===== src/rtl/ch376s_spi_master_if.sv =====
// Bus-side strobe/status bundle of the CH376S SPI byte master.
// The master modport belongs to the register block; the slave modport belongs to the SPI engine.
interface ch376s_spi_master_if;
  logic       wr;
  logic       cmd;
  logic       rd;
  logic       release_cs;
  logic [7:0] din;
  logic [7:0] dout;
  logic       ready;

  // Handshake: wr/rd/release_cs are one-cycle strobes, honoured only while ready=1
  // (priority wr > rd > release_cs); strobes seen while ready=0 are dropped, never queued.
  modport master (output wr, cmd, rd, release_cs, din, input dout, ready);
  modport slave  (input wr, cmd, rd, release_cs, din, output dout, ready);
endinterface


===== src/rtl/ch376s_spi_master.sv =====
// Byte-level SPI mode-0 master for the CH376S: CS gap before command bytes, CS held low across data.
// Optional post-command quiet period enabled by defining CH376S_CMD_GAP_EN.
module ch376s_spi_master #(
  parameter int CLK_DIV        = 4,
  parameter int CS_IDLE_CYCLES = 2,
  parameter int CMD_GAP_CYCLES = 24
) (
  input  logic                  clk,
  input  logic                  reset,
  ch376s_spi_master_if.slave    bus,
  output logic                  sck,
  output logic                  sdo,
  input  logic                  sdi,
  output logic                  sdcs,
  output logic [1:0]            state
);

  localparam logic [1:0] IDLE    = 2'd0;
  localparam logic [1:0] CS_GAP  = 2'd1;
  localparam logic [1:0] SHIFT   = 2'd2;
`ifdef CH376S_CMD_GAP_EN
  localparam logic [1:0] CMD_GAP = 2'd3;
`endif

  localparam int DW      = $clog2(CLK_DIV + 1);
  localparam int GAP_MAX = (CS_IDLE_CYCLES > CMD_GAP_CYCLES) ? CS_IDLE_CYCLES : CMD_GAP_CYCLES;
  localparam int GW      = $clog2(GAP_MAX + 1);

  logic [7:0]    sh;
  logic [7:0]    rx;
  logic [2:0]    bit_cnt;
  logic [DW-1:0] div_cnt;
  logic [GW-1:0] gap_cnt;
`ifdef CH376S_CMD_GAP_EN
  logic          is_cmd;
`endif

  always_ff @(posedge clk) begin
    if (reset) begin
      state    <= IDLE;
      sdcs     <= 1'b1;
      sck      <= 1'b0;
      sdo      <= 1'b1;
      bus.dout <= 8'h00;
      bus.ready <= 1'b1;
      sh       <= 8'h00;
      rx       <= 8'h00;
      bit_cnt  <= 3'd0;
      div_cnt  <= '0;
      gap_cnt  <= '0;
`ifdef CH376S_CMD_GAP_EN
      is_cmd   <= 1'b0;
`endif
    end else begin
      case (state)
        IDLE: begin
          if (bus.ready && bus.wr) begin
            sh        <= bus.din;
            bit_cnt   <= 3'd0;
            div_cnt   <= '0;
            gap_cnt   <= '0;
            bus.ready <= 1'b0;
`ifdef CH376S_CMD_GAP_EN
            is_cmd    <= bus.cmd;
`endif
            if (bus.cmd) begin
              // CS is pulsed high before every command, even if already high
              state <= CS_GAP;
              sdcs  <= 1'b1;
            end else begin
              state <= SHIFT;
              sdcs  <= 1'b0;
              sdo   <= bus.din[7];
            end
          end else if (bus.ready && bus.rd) begin
            sh        <= 8'hFF;
            bit_cnt   <= 3'd0;
            div_cnt   <= '0;
            bus.ready <= 1'b0;
`ifdef CH376S_CMD_GAP_EN
            is_cmd    <= 1'b0;
`endif
            state     <= SHIFT;
            sdcs      <= 1'b0;
            sdo       <= 1'b1;
          end else if (bus.ready && bus.release_cs) begin
            sdcs <= 1'b1;
          end
        end

        CS_GAP: begin
          if (gap_cnt == GW'(CS_IDLE_CYCLES - 1)) begin
            state <= SHIFT;
            sdcs  <= 1'b0;
            sdo   <= sh[7];
          end else begin
            gap_cnt <= gap_cnt + 1'b1;
          end
        end

        SHIFT: begin
          if (div_cnt == DW'(CLK_DIV - 1)) begin
            div_cnt <= '0;
            if (!sck) begin
              sck <= 1'b1;
              rx  <= {rx[6:0], sdi};
            end else begin
              sck <= 1'b0;
              if (bit_cnt == 3'd7) begin
                bus.dout <= rx;
                sdo      <= 1'b1;
`ifdef CH376S_CMD_GAP_EN
                if (is_cmd) begin
                  state   <= CMD_GAP;
                  gap_cnt <= '0;
                end else begin
                  state     <= IDLE;
                  bus.ready <= 1'b1;
                end
`else
                state     <= IDLE;
                bus.ready <= 1'b1;
`endif
              end else begin
                bit_cnt <= bit_cnt + 3'd1;
                sh      <= {sh[6:0], 1'b1};
                sdo     <= sh[6];
              end
            end
          end else begin
            div_cnt <= div_cnt + 1'b1;
          end
        end

`ifdef CH376S_CMD_GAP_EN
        CMD_GAP: begin
          if (gap_cnt == GW'(CMD_GAP_CYCLES - 1)) begin
            state     <= IDLE;
            bus.ready <= 1'b1;
          end else begin
            gap_cnt <= gap_cnt + 1'b1;
          end
        end
`endif

        default: state <= IDLE;
      endcase
    end
  end

endmodule


===== src/flat_wrapper.sv =====
// flat-port wrapper written by rule: the top's interface ports become plain ports
module ch376s_spi_master_flat 
#(
  parameter int CLK_DIV        = 4,
  parameter int CS_IDLE_CYCLES = 2,
  parameter int CMD_GAP_CYCLES = 24
)
  (clk, reset, sck, sdo, sdi, sdcs, state, bus_wr, bus_cmd, bus_rd, bus_release_cs, bus_din, bus_dout, bus_ready);
  ch376s_spi_master_if bus_i ();
  input  logic clk;
  input  logic reset;
  output logic sck;
  output logic sdo;
  input  logic sdi;
  output logic sdcs;
  output logic [1:0] state;
  input wire logic [$bits(bus_i.wr)-1:0] bus_wr;
  input wire logic [$bits(bus_i.cmd)-1:0] bus_cmd;
  input wire logic [$bits(bus_i.rd)-1:0] bus_rd;
  input wire logic [$bits(bus_i.release_cs)-1:0] bus_release_cs;
  input wire logic [$bits(bus_i.din)-1:0] bus_din;
  output wire logic [$bits(bus_i.dout)-1:0] bus_dout;
  output wire logic [$bits(bus_i.ready)-1:0] bus_ready;
  assign bus_i.wr = bus_wr;
  assign bus_i.cmd = bus_cmd;
  assign bus_i.rd = bus_rd;
  assign bus_i.release_cs = bus_release_cs;
  assign bus_i.din = bus_din;
  assign bus_dout = bus_i.dout;
  assign bus_ready = bus_i.ready;
  ch376s_spi_master #(.CLK_DIV(CLK_DIV), .CS_IDLE_CYCLES(CS_IDLE_CYCLES), .CMD_GAP_CYCLES(CMD_GAP_CYCLES)) u_core (.clk(clk), .reset(reset), .bus(bus_i), .sck(sck), .sdo(sdo), .sdi(sdi), .sdcs(sdcs), .state(state));
endmodule

===== config.mk =====
export PLATFORM = sky130hd
export DESIGN_NAME = ch376s_spi_master_flat
export DESIGN_NICKNAME = d
export VERILOG_FILES = /design/src/rtl/ch376s_spi_master_if.sv /design/src/rtl/ch376s_spi_master.sv /design/src/flat_wrapper.sv
export SDC_FILE = /design/constraint.sdc
export NUM_CORES = 1
export LEC_CHECK = 0
export ABC_AREA = 1
export CORE_AREA = 2 2 62 64
export DETAILED_ROUTE_END_ITERATION = 10
export DIE_AREA = 0 0 64 66
export GPL_ROUTABILITY_DRIVEN = 0
export PLACE_DENSITY = 0.82
export SYNTH_ARGS = -nofsm -noshare
export SYNTH_HDL_FRONTEND = slang
export SYNTH_SLANG_ARGS = --single-unit

===== constraint.sdc =====
create_clock -name clk -period 4.5 [get_ports clk]
set_input_delay 0.9 -clock clk [delete_from_list [all_inputs] [get_ports clk]]
set_output_delay 0.9 -clock clk [all_outputs]
set_load 0.02 [all_outputs]

==> run summary, run 1 <==
Max cap viols: 0
Synthesized area: 0.00197 mm2
Crit Path Max Fanout: 5
Maximum root-to-sink buffer count: 2
ANT nets after route: 0
Row count: 22
Crit end category: output pin
Sequential fraction of the synthesis area: 0.416
Worst EP arrival: 1.43 ns
GR Overflow Total: 0
Actual slew at the worst max-slew pin: 0.696 ns
Final Max Tran Viols: 0
Most frequent cells in the layout: nor2_1 (63), nand2_1 (52), dfxtp_1 (41)
Layout cells sized above 1: 0.0693
Synth Area in Adders: 0.0571
R2R depth: 8
Setup violations, final: 0
Outcome: finished clean
Num CTS Buffers: 5
# IOs: 29
Avg WL per Cell: 11.2 um
Mapped Nets: 299
DR iter-0 viols: 64
Total Wirelength: 3950 um
Final net count: 326
Worst-path clk slew: 0.13 ns
Vias in the first global route: 1641
Distinct cell type count after synthesis: 25
EDFF count, synth: 0
Synth-to-Final Area Change: 19.2%
Async SR Flop Fraction: 0
CP Buf/Inv Count: 1
Starting Density: 0.555
Final Hold Viols: 0
DR pass1 iterations: 4
Number of remaining DRC errors: 0
Ys Warns: 0
RSZ-0062 raised after global routing: false
Fmax: 430 MHz
Hold depth: 2
Pre-CTS WS: 1.81 ns
Simple-Gate Fraction of Synth Area: 0.312
Root buf cell: clkbuf_4
Post-synth top flop: dfxtp_1
Final std cells w/o fill: 351
Commonest non-fill, non-tap cell in the layout: nor2_1
Finished Cell Area: 0.00235 mm2
Diodes inserted: 0
Syn avg cell area: 7.17 um2
Startpoint types: flip-flop
PortBufs: 28
CP required: 3.60 ns
First-pass GRT wire length: 7070 um
All-Layer GR Usage: 0.212
# Post-CTS Setup Buffers: 0
Sink Count: 41
Setup TNS: 0 ns
Leak: 1.01 nW
Fill count: 315
Mapped Cells: 275
Hold Buf Count CTS: 0
Compound-Gate Fraction of Synth Area: 0.147
Worst path top cell family by delay: buffers and inverters
Placeable Area: 0.00355 mm2
Crit share post-route: 0.517
Avg Vias per Cell: 5.18
Hold Crit Class: flip-flop to flip-flop
Clock Latency Late Sink: 0.36 ns
Final hold slack: 0.466 ns
Die Height: 66 um
Die X-Extent: 64 um
Placed inst area: 0.00227 mm2
Min-delay src: u_core.div_cnt[2]
Largest net degree at the start of global routing: 25
Via Count: 1818
Critical path, cell by cell: clkdlybuf4s50_1
Largest family of logic cells by synthesized area: simple AND/OR/NAND/NOR gates
Multiplexer area fraction after synthesis: 0
CTS tree: done
DP Cell Count: 343
Worst Hold Path EP: u_core.div_cnt[2]
Power per standard cell area: 621 mW/mm2
Final setup skew: 0.00525 ns
R2R Setup Slk: 2.44 ns
Reg2reg end: u_core.rx[7]
Maximum vdd drop: 0.000318 V
Worst reg2reg startpoint: u_core.state[0]
Post_cts resized: 0
H-Tree Depth: 2
Critical path class: flip-flop to output pin
Slew margin rel.: 0.535
Xor/xnor share of the synthesized area: 0.00444
DIE AREA: 0.00422 mm2
Register bit total from synthesis: 41
Antenna violations before repair: 0
Worst Slack Setup Final: 2.17 ns
Slowest CP cell: clkdlybuf4s50_1
Tmin final: 2.33 ns
DP HPWL: 2740 um
Worst path max stage delay: 0.64 ns
[Yosys cell counts (2+ instances only)]
cell type   n  area, um2
o22ai_1     6       37.5
buf_2       4       20.0
nand3_1    12       60.1
nand4_1     5       31.3
nand2_2     2       12.5
nand2_1    52        195
nor2_1     63        236
nand3_2     3       30.0
o21ai_0    27        135
o21ai_1     6       30.0
a21oi_1     9       45.0
dfxtp_1    41        821
clkbuf_1    3       11.3
inv_1      21       78.8
ha_1        9        113
a21oi_2     3       26.3
[sequential cells by signal, summed over array words and instances (netlist names)]
name / flops
u_core.bus.dout: 8
u_core.rx: 8
u_core.sh: 8
u_core.gap_cnt: 5
u_core.bit_cnt: 3
u_core.div_cnt: 3
u_core.state: 2
u_core.bus.ready: 1
u_core.sck: 1
u_core.sdcs: 1
u_core.sdo: 1
[stage by stage]
stage / utilization / power [mW]
after floorplan: - / 1.08
after global placement: 0.638 / 1.21
after detailed placement: 0.638 / 1.22
after CTS: 0.662 / 1.47
after global routing: 0.662 / 1.61
final: 0.662 / 1.46
[worst max path at each step]
| stage | start | endpoint | cells after the start |
|---|---|---|---|
| after floorplan | u_core.state[0] | u_core.sh[1] | 8 |
| after global placement | reset | u_core.div_cnt[2] | 4 |
| after detailed placement | reset | u_core.rx[2] | 4 |
| after CTS | u_core.sck | sck | 1 |
| after global routing | reset | u_core.rx[7] | 4 |
| final | u_core.sck | sck | 1 |
[power breakdown]
part           switching, mW  total (mW)  internal (mW)  leakage (nW)
clock                  0.127       0.245          0.118        0.0414
sequential            0.0511       0.491          0.440         0.334
combinational          0.459       0.724          0.265         0.633
total                  0.637        1.46          0.822          1.01
[final cells by class]
type	instances	area (um2)	area share
Clock inverter	3	46.3	0.0197
Inverter	21	78.8	0.0335
Sequential cell	41	821	0.349
Multi-Input combinational cell	205	1030	0.437
Clock buffer	5	37.5	0.0160
Tap cell	48	60.1	0.0256
Timing Repair Buffer	28	280	0.119
[cells by family after synthesis]
| family | after synthesis |
|---|---|
| AOI/OAI and AO/OA | 53 |
| xor gates and xnor gates | 1 |
| adders and majority gates | 9 |
| buffers and inverters | 29 |
| DFF | 41 |
| and+or+nand+nor | 142 |
[metal layers]
layer	part of all wire	vias to the layer above	global-route usage
met5	0	-	0
met4	0.016	0	0.0870
met1	0.49	823	0.265
met2	0.45	40	0.346
li1	-	949	-
met3	0.048	6	0.0545
Power figures use the tool's default switching activity.
==> run 2, diff against run 1 <==
--- a/config.mk
+++ b/config.mk
@@ -6,11 +6,11 @@
 export NUM_CORES = 1
 export LEC_CHECK = 0
 export ABC_AREA = 1
-export CORE_AREA = 2 2 62 64
+export CORE_AREA = 2 2 64 66
 export DETAILED_ROUTE_END_ITERATION = 10
-export DIE_AREA = 0 0 64 66
+export DIE_AREA = 0 0 66 68
 export GPL_ROUTABILITY_DRIVEN = 0
-export PLACE_DENSITY = 0.82
+export PLACE_DENSITY = 0.77
 export SYNTH_ARGS = -nofsm -noshare
 export SYNTH_HDL_FRONTEND = slang
 export SYNTH_SLANG_ARGS = --single-unit
==> constraint.sdc (replaced) <==
create_clock -name clk -period 2.41 [get_ports clk]
set_input_delay 0.482 -clock clk [delete_from_list [all_inputs] [get_ports clk]]
set_output_delay 0.482 -clock clk [all_outputs]
set_load 0.02 [all_outputs]
==> run 2 against run 1 <==
  * First-iteration DRC count is 95% higher
  * Count of clock-buffer cells in the layout is the same
  * Sequential cell count did not move
  * Clock power is 79% higher
  * Global-route usage is 1.7 points lower
  * Via count is 1.2% lower
  * Sequential power is 87% higher
  * Largest cell class unchanged
==> run summary, run 2 (synthesis results as in run 1) <==
Diodes inserted: 0 (unchanged)
Largest net degree at the start of global routing: 25 (unchanged)
GR Overflow Total: 0 (unchanged)
Hold depth: 2 (unchanged)
Total power: 2.70 mW (+85%)
Vias in the first global route: 1577 (-3.9%)
Avg WL per Cell: 10.9 um (-3.1%)
Worst Slack Setup Final: 0.574 ns (-1.60 ns)
First-pass GRT wire length: 6760 um (-4.4%)
Die X-Extent: 66 um (+3.1%)
Worst reg2reg startpoint: u_core.state[0]
Final setup skew: 0.0117 ns (+0.00643 ns)
Int Pwr: 1.53 mW (+86%)
PortBufs: 28 (unchanged)
Top flop regs: u_core.bus.dout (8), u_core.rx (8), u_core.sh (8)
All-Layer GR Usage: 0.194 (-0.0174)
Reg power frac: 0.340 (+0.004)
Worst Hold Path EP: u_core.div_cnt[2]
# Post-CTS Setup Buffers: 0 (unchanged)
Hold Crit Class: flip-flop to flip-flop
H-Tree Depth: 2 (unchanged)
Worst EP arrival: 2.03 ns (+0.60 ns)
Most frequent cells in the layout: nor2_1 (63), nand2_1 (52), dfxtp_1 (41)
Critical path class: flip-flop to flip-flop
DR iter-0 viols: 125 (+95%)
Antenna violations before repair: 0 (unchanged)
Maximum root-to-sink buffer count: 2 (unchanged)
Starting Density: 0.511 (-0.0440)
Die Height: 68 um (+3.0%)
CTS tree: done
R2R Setup Slk: 0.57 ns (-1.87 ns)
Crit end category: flip-flop
CP required: 2.61 ns (-0.99 ns)
Power per standard cell area: 1130 mW/mm2 (+82%)
CP startpoint: u_core.state[0]
Actual slew at the worst max-slew pin: 0.341 ns (-0.355 ns)
Crit Path Max Fanout: 12 (+7)
Final Max Tran Viols: 0 (unchanged)
Worst-path clk slew: 0.08 ns (-0.05 ns)
RSZ-0062 raised after global routing: false
ANT nets after route: 0 (unchanged)
Tmin final: 1.84 ns
Placeable Area: 0.00386 mm2 (+8.6%)
Pre-CTS WS: 0.476 ns (-1.33 ns)
Setup TNS: 0 ns (unchanged)
Final Hold Viols: 0 (unchanged)
Avg Vias per Cell: 5.03 (-2.8%)
Sink Count: 41 (unchanged)
Synth-to-Final Area Change: 20.9%
Max cap viols: 0 (unchanged)
Commonest non-fill, non-tap cell in the layout: nor2_1
Row count: 23 (+4.5%)
Clock Latency Late Sink: 0.30 ns (-0.06 ns)
Via Count: 1797 (-1.2%)
Post_cts resized: 0 (unchanged)
# IOs: 29 (unchanged)
Final net count: 330 (+1.2%)
Layout cells sized above 1: 0.0814 (+0.0121)
Reg2reg end: u_core.rx[1]
Clock power frac: 0.163 (-0.005)
Sw Ratio: 0.433 (-0.00374)
Hold Buf Count CTS: 0 (unchanged)
Outcome: finished clean
Setup violations, final: 0 (unchanged)
Maximum vdd drop: 0.000454 V (+43%)
DR pass1 iterations: 4 (unchanged)
Root buf cell: clkbuf_8
Combinational share of power: 0.498 (+0.002)
R2R depth: 8 (unchanged)
Startpoint types: flip-flop
Fmax: 545 MHz
Num CTS Buffers: 5 (unchanged)
Total Wirelength: 3890 um (-1.5%)
Leak: 1.03 nW (+2.3%)
Net Switching: 1.17 mW (+83%)
Number of remaining DRC errors: 0 (unchanged)
DIE AREA: 0.00449 mm2 (+6.3%)
Crit share post-route: 0.762
Min-delay src: u_core.div_cnt[2]
Slew margin rel.: 0.773 (+0.238)
DP HPWL: 2770 um (+1.0%)
[run 2: cell count changes in the layout (fill, tap and decap cells not counted)]
cell / previous run / this run
clkbuf_4: 5 / 0
clkinv_2: 0 / 2
buf_4: 0 / 4
clkinv_4: 1 / 0
clkbuf_8: 0 / 5
bufinv_16: 1 / 0
[run 2: worst max-delay path by stage]
stage / slack [ns] / end / depth (start not counted)
floorplan: 0.66 / u_core.sh[1] / 8
global placement: 0.50 / u_core.bit_cnt[0] / 8
detailed placement: 0.48 / u_core.bit_cnt[0] / 8
CTS: 0.56 / u_core.rx[1] / 8
global route: 0.34 / u_core.rx[2] / 8
finish: 0.57 / u_core.rx[1] / 8
[run 2: critical path, cell delays in order, from the launching register on]
cell and delay, ns:
dfxtp_1 0.40, inv_1 0.10, ha_1 0.26, inv_1 0.29, nor2_1 0.07, nand2_1 0.24, inv_1 0.20, nor2_1 0.13
nor2_1 0.06
[run 2: power by group through the flow]
stage / combinational (mW) / sequential, mW / clock, mW
floorplan: 1.06 / 0.960 / 0
global placement: 1.33 / 0.929 / 0
detailed placement: 1.35 / 0.933 / 0
CTS: 1.36 / 0.918 / 0.454
global route: 1.54 / 0.938 / 0.484
finish: 1.34 / 0.916 / 0.438
[run 2: final cells by class]
| cell class | count | area (um2) |
|---|---|---|
| Inverter | 21 | 78.8 |
| Fill cell | 365 | 1470 |
| Tap cell | 50 | 62.6 |
| Sequential cell | 41 | 821 |
| Clock buffer | 5 | 68.8 |
| Clock inverter | 3 | 17.5 |
| Multi-Input combinational cell | 205 | 1030 |
| Timing Repair Buffer | 32 | 310 |
[run 2: metal layers]
layer,track usage,vias up,wire length [um]
li1,-,958,-
met1,0.237,796,1820
met2,0.333,37,1790
met3,0.0444,6,203
met4,0.0791,0,66
met5,0,-,0
[run 2: per-stage QoR]
| step | util | area [um2] | hold WS, ns | cells |
|---|---|---|---|---|
| finish | 0.618 | 2380 | 0.457 | 357 |
| global route | 0.618 | 2380 | 0.487 | 357 |
| CTS | 0.618 | 2380 | 0.461 | 357 |
| detailed placement | 0.596 | 2300 | 0.449 | 349 |
| global placement | 0.596 | 2300 | 0.443 | 349 |
| floorplan | - | 1970 | 0.432 | 275 |
==> run 3, diff against run 2 <==
==> constraint.sdc (replaced) <==
create_clock -name clk -period 1.7 [get_ports clk]
set_input_delay 0.34 -clock clk [delete_from_list [all_inputs] [get_ports clk]]
set_output_delay 0.34 -clock clk [all_outputs]
set_load 0.02 [all_outputs]
==> run 3 against run 2 <==
  * Sequential cell count stayed put
  * First-iteration DRC count is 17% higher
  * Hold slack worse by 0.0033 ns
  * Count of clock-buffer cells in the layout stayed put
  * Clock power is 81% higher
  * Wire length is 9.3% higher
  * Critical path type is now flip-flop to output pin
==> run summary, run 3 (synthesis results as in run 1) <==
# IOs: 29 (unchanged)
Worst Hold Path EP: u_core.div_cnt[2]
Clock Latency Late Sink: 0.30 ns (about the same)
Worst path top cell family by delay: buffers and inverters
R2R Setup Slk: 0.11 ns (-0.46 ns)
# Post-CTS Setup Buffers: 0 (unchanged)
Hold Buf Count CTS: 0 (unchanged)
Root buf cell: clkbuf_8
Slew margin rel.: 0.821 (+0.0483)
Worst EP arrival: 1.28 ns (-0.75 ns)
Top flop regs: u_core.bus.dout (8), u_core.rx (8), u_core.sh (8)
Worst path max stage delay: 0.61 ns (+0.21 ns)
Setup TNS: 0 ns (unchanged)
Layout cells sized above 1: 0.120 (+0.0388)
Crit share post-route: 0.950
Final std cells w/o fill: 366 (+2.5%)
Worst reg2reg startpoint: u_core.state[1]
Reg2reg end: u_core.bit_cnt[2]
Num CTS Buffers: 5 (unchanged)
Post_cts resized: 0 (unchanged)
Outcome: finished clean
Leak: 1.13 nW (+9.1%)
Fill count: 354 (-3.0%)
CTS tree: done
Power per standard cell area: 1690 mW/mm2 (+49%)
Crit Path Max Fanout: 5 (-7)
Final Max Tran Viols: 0 (unchanged)
DR pass1 iterations: 4 (unchanged)
Slowest CP cell: clkdlybuf4s50_1
Diodes inserted: 0 (unchanged)
Sink Count: 41 (unchanged)
GR Overflow Total: 0 (unchanged)
Avg Vias per Cell: 5.02 (-0.23%)
Tmin final: 1.62 ns
ANT nets after route: 0 (unchanged)
PortBufs: 28 (unchanged)
Largest net degree at the start of global routing: 25 (unchanged)
Number of remaining DRC errors: 0 (unchanged)
Via Count: 1838 (+2.3%)
Vias in the first global route: 1699 (+7.7%)
Placed inst area: 0.00236 mm2 (+2.7%)
Worst-path clk slew: 0.08 ns (about the same)
Final setup skew: 0.0131 ns (+0.00144 ns)
Startpoint types: flip-flop
Row count: 23 (unchanged)
Crit end category: output pin
Critical path, cell by cell: clkdlybuf4s50_1
Starting Density: 0.511 (unchanged)
Hold depth: 2 (unchanged)
Fmax: 619 MHz
Hold Crit Class: flip-flop to flip-flop
Final Hold Viols: 0 (unchanged)
Setup violations, final: 0 (unchanged)
Maximum root-to-sink buffer count: 2 (unchanged)
Critical path class: flip-flop to output pin
DIE AREA: 0.00449 mm2 (unchanged)
Actual slew at the worst max-slew pin: 0.268 ns (-0.0728 ns)
Final hold slack: 0.453 ns (-0.00334 ns)
All-Layer GR Usage: 0.206 (+0.0118)
Total Wirelength: 4250 um (+9.3%)
Maximum vdd drop: 0.000753 V (+66%)
Placeable Area: 0.00386 mm2 (unchanged)
Commonest non-fill, non-tap cell in the layout: nor2_1
CP required: 1.36 ns (-1.25 ns)
R2R depth: 7 (-1)
First-pass GRT wire length: 7140 um (+5.6%)
Max cap viols: 0 (unchanged)
Antenna violations before repair: 0 (unchanged)
Most frequent cells in the layout: nor2_1 (63), nand2_1 (52), dfxtp_1 (39)
DR iter-0 viols: 146 (+17%)
RSZ-0062 raised after global routing: false
DP HPWL: 2940 um (+6.1%)
Die X-Extent: 66 um (unchanged)
Min-delay src: u_core.div_cnt[2]
CP Buf/Inv Count: 1 (-2)
Synth-to-Final Area Change: 27.2%
Die Height: 68 um (unchanged)
H-Tree Depth: 2 (unchanged)
DP Cell Count: 357 (+2.3%)
Finished Cell Area: 0.00251 mm2 (+5.1%)
Avg WL per Cell: 11.6 um (+6.6%)
Final net count: 339 (+2.7%)
[run 3: cell count changes in the layout (fill, tap and decap cells not counted), moves of 2 or more]
| cell | delta |
|---|---|
| buf_4 | +8 |
| dfxtp_1 | -2 |
| dfxtp_2 | +2 |
| clkinv_2 | -2 |
| clkdlybuf4s50_1 | -3 |
| dlymetal6s2s_1 | +3 |
[run 3: worst max path at each step]
stage / from / endpoint / slack (ns) / cells past startpoint
after global placement: bus_wr / u_core.bit_cnt[0] / 0.03 / 8
after global routing: u_core.state[1] / u_core.div_cnt[2] / 0.01 / 9
final: u_core.state[1] / state[1] / 0.08 / 1
after floorplan: u_core.state[0] / u_core.sh[1] / 0.05 / 8
after CTS: u_core.bus.ready / bus_ready / 0.009 / 1
after detailed placement: bus_wr / u_core.bit_cnt[0] / -0.003 / 8
[run 3: area by class of cell]
class                   instances  area [um2]  area share
clock inverters                 3        46.3      0.0185
inverters                      21        78.8      0.0314
repair buffers                 40         378       0.151
well taps                      50        62.6      0.0250
clock buffers                   5        68.8      0.0274
flip-flops and latches         41         823       0.328
multi-input cells             206        1050       0.419
[run 3: per-stage QoR]
stage / power [mW] / util / setup WS (ns)
after CTS: 4.19 / 0.642 / 0.00862
after global placement: 3.33 / 0.612 / 0.0250
final: 4.23 / 0.650 / 0.0846
after detailed placement: 3.38 / 0.612 / -0.00312
after global routing: 4.60 / 0.650 / 0.0116
after floorplan: 2.87 / - / 0.0549
[run 3: routing by layer]
layer / vias up / part of all wire / global-route usage
met2: 37 / 0.49 / 0.364
met3: 5 / 0.041 / 0.0362
met5: - / 0 / 0
li1: 977 / - / -
met4: 0 / 0.014 / 0.117
met1: 819 / 0.45 / 0.237
[run 3: report_power, final]
part	switching [mW]	total [mW]	internal (mW)
Clock	0.353	0.793	0.439
Sequential	0.137	1.31	1.17
Combinational	1.29	2.13	0.845
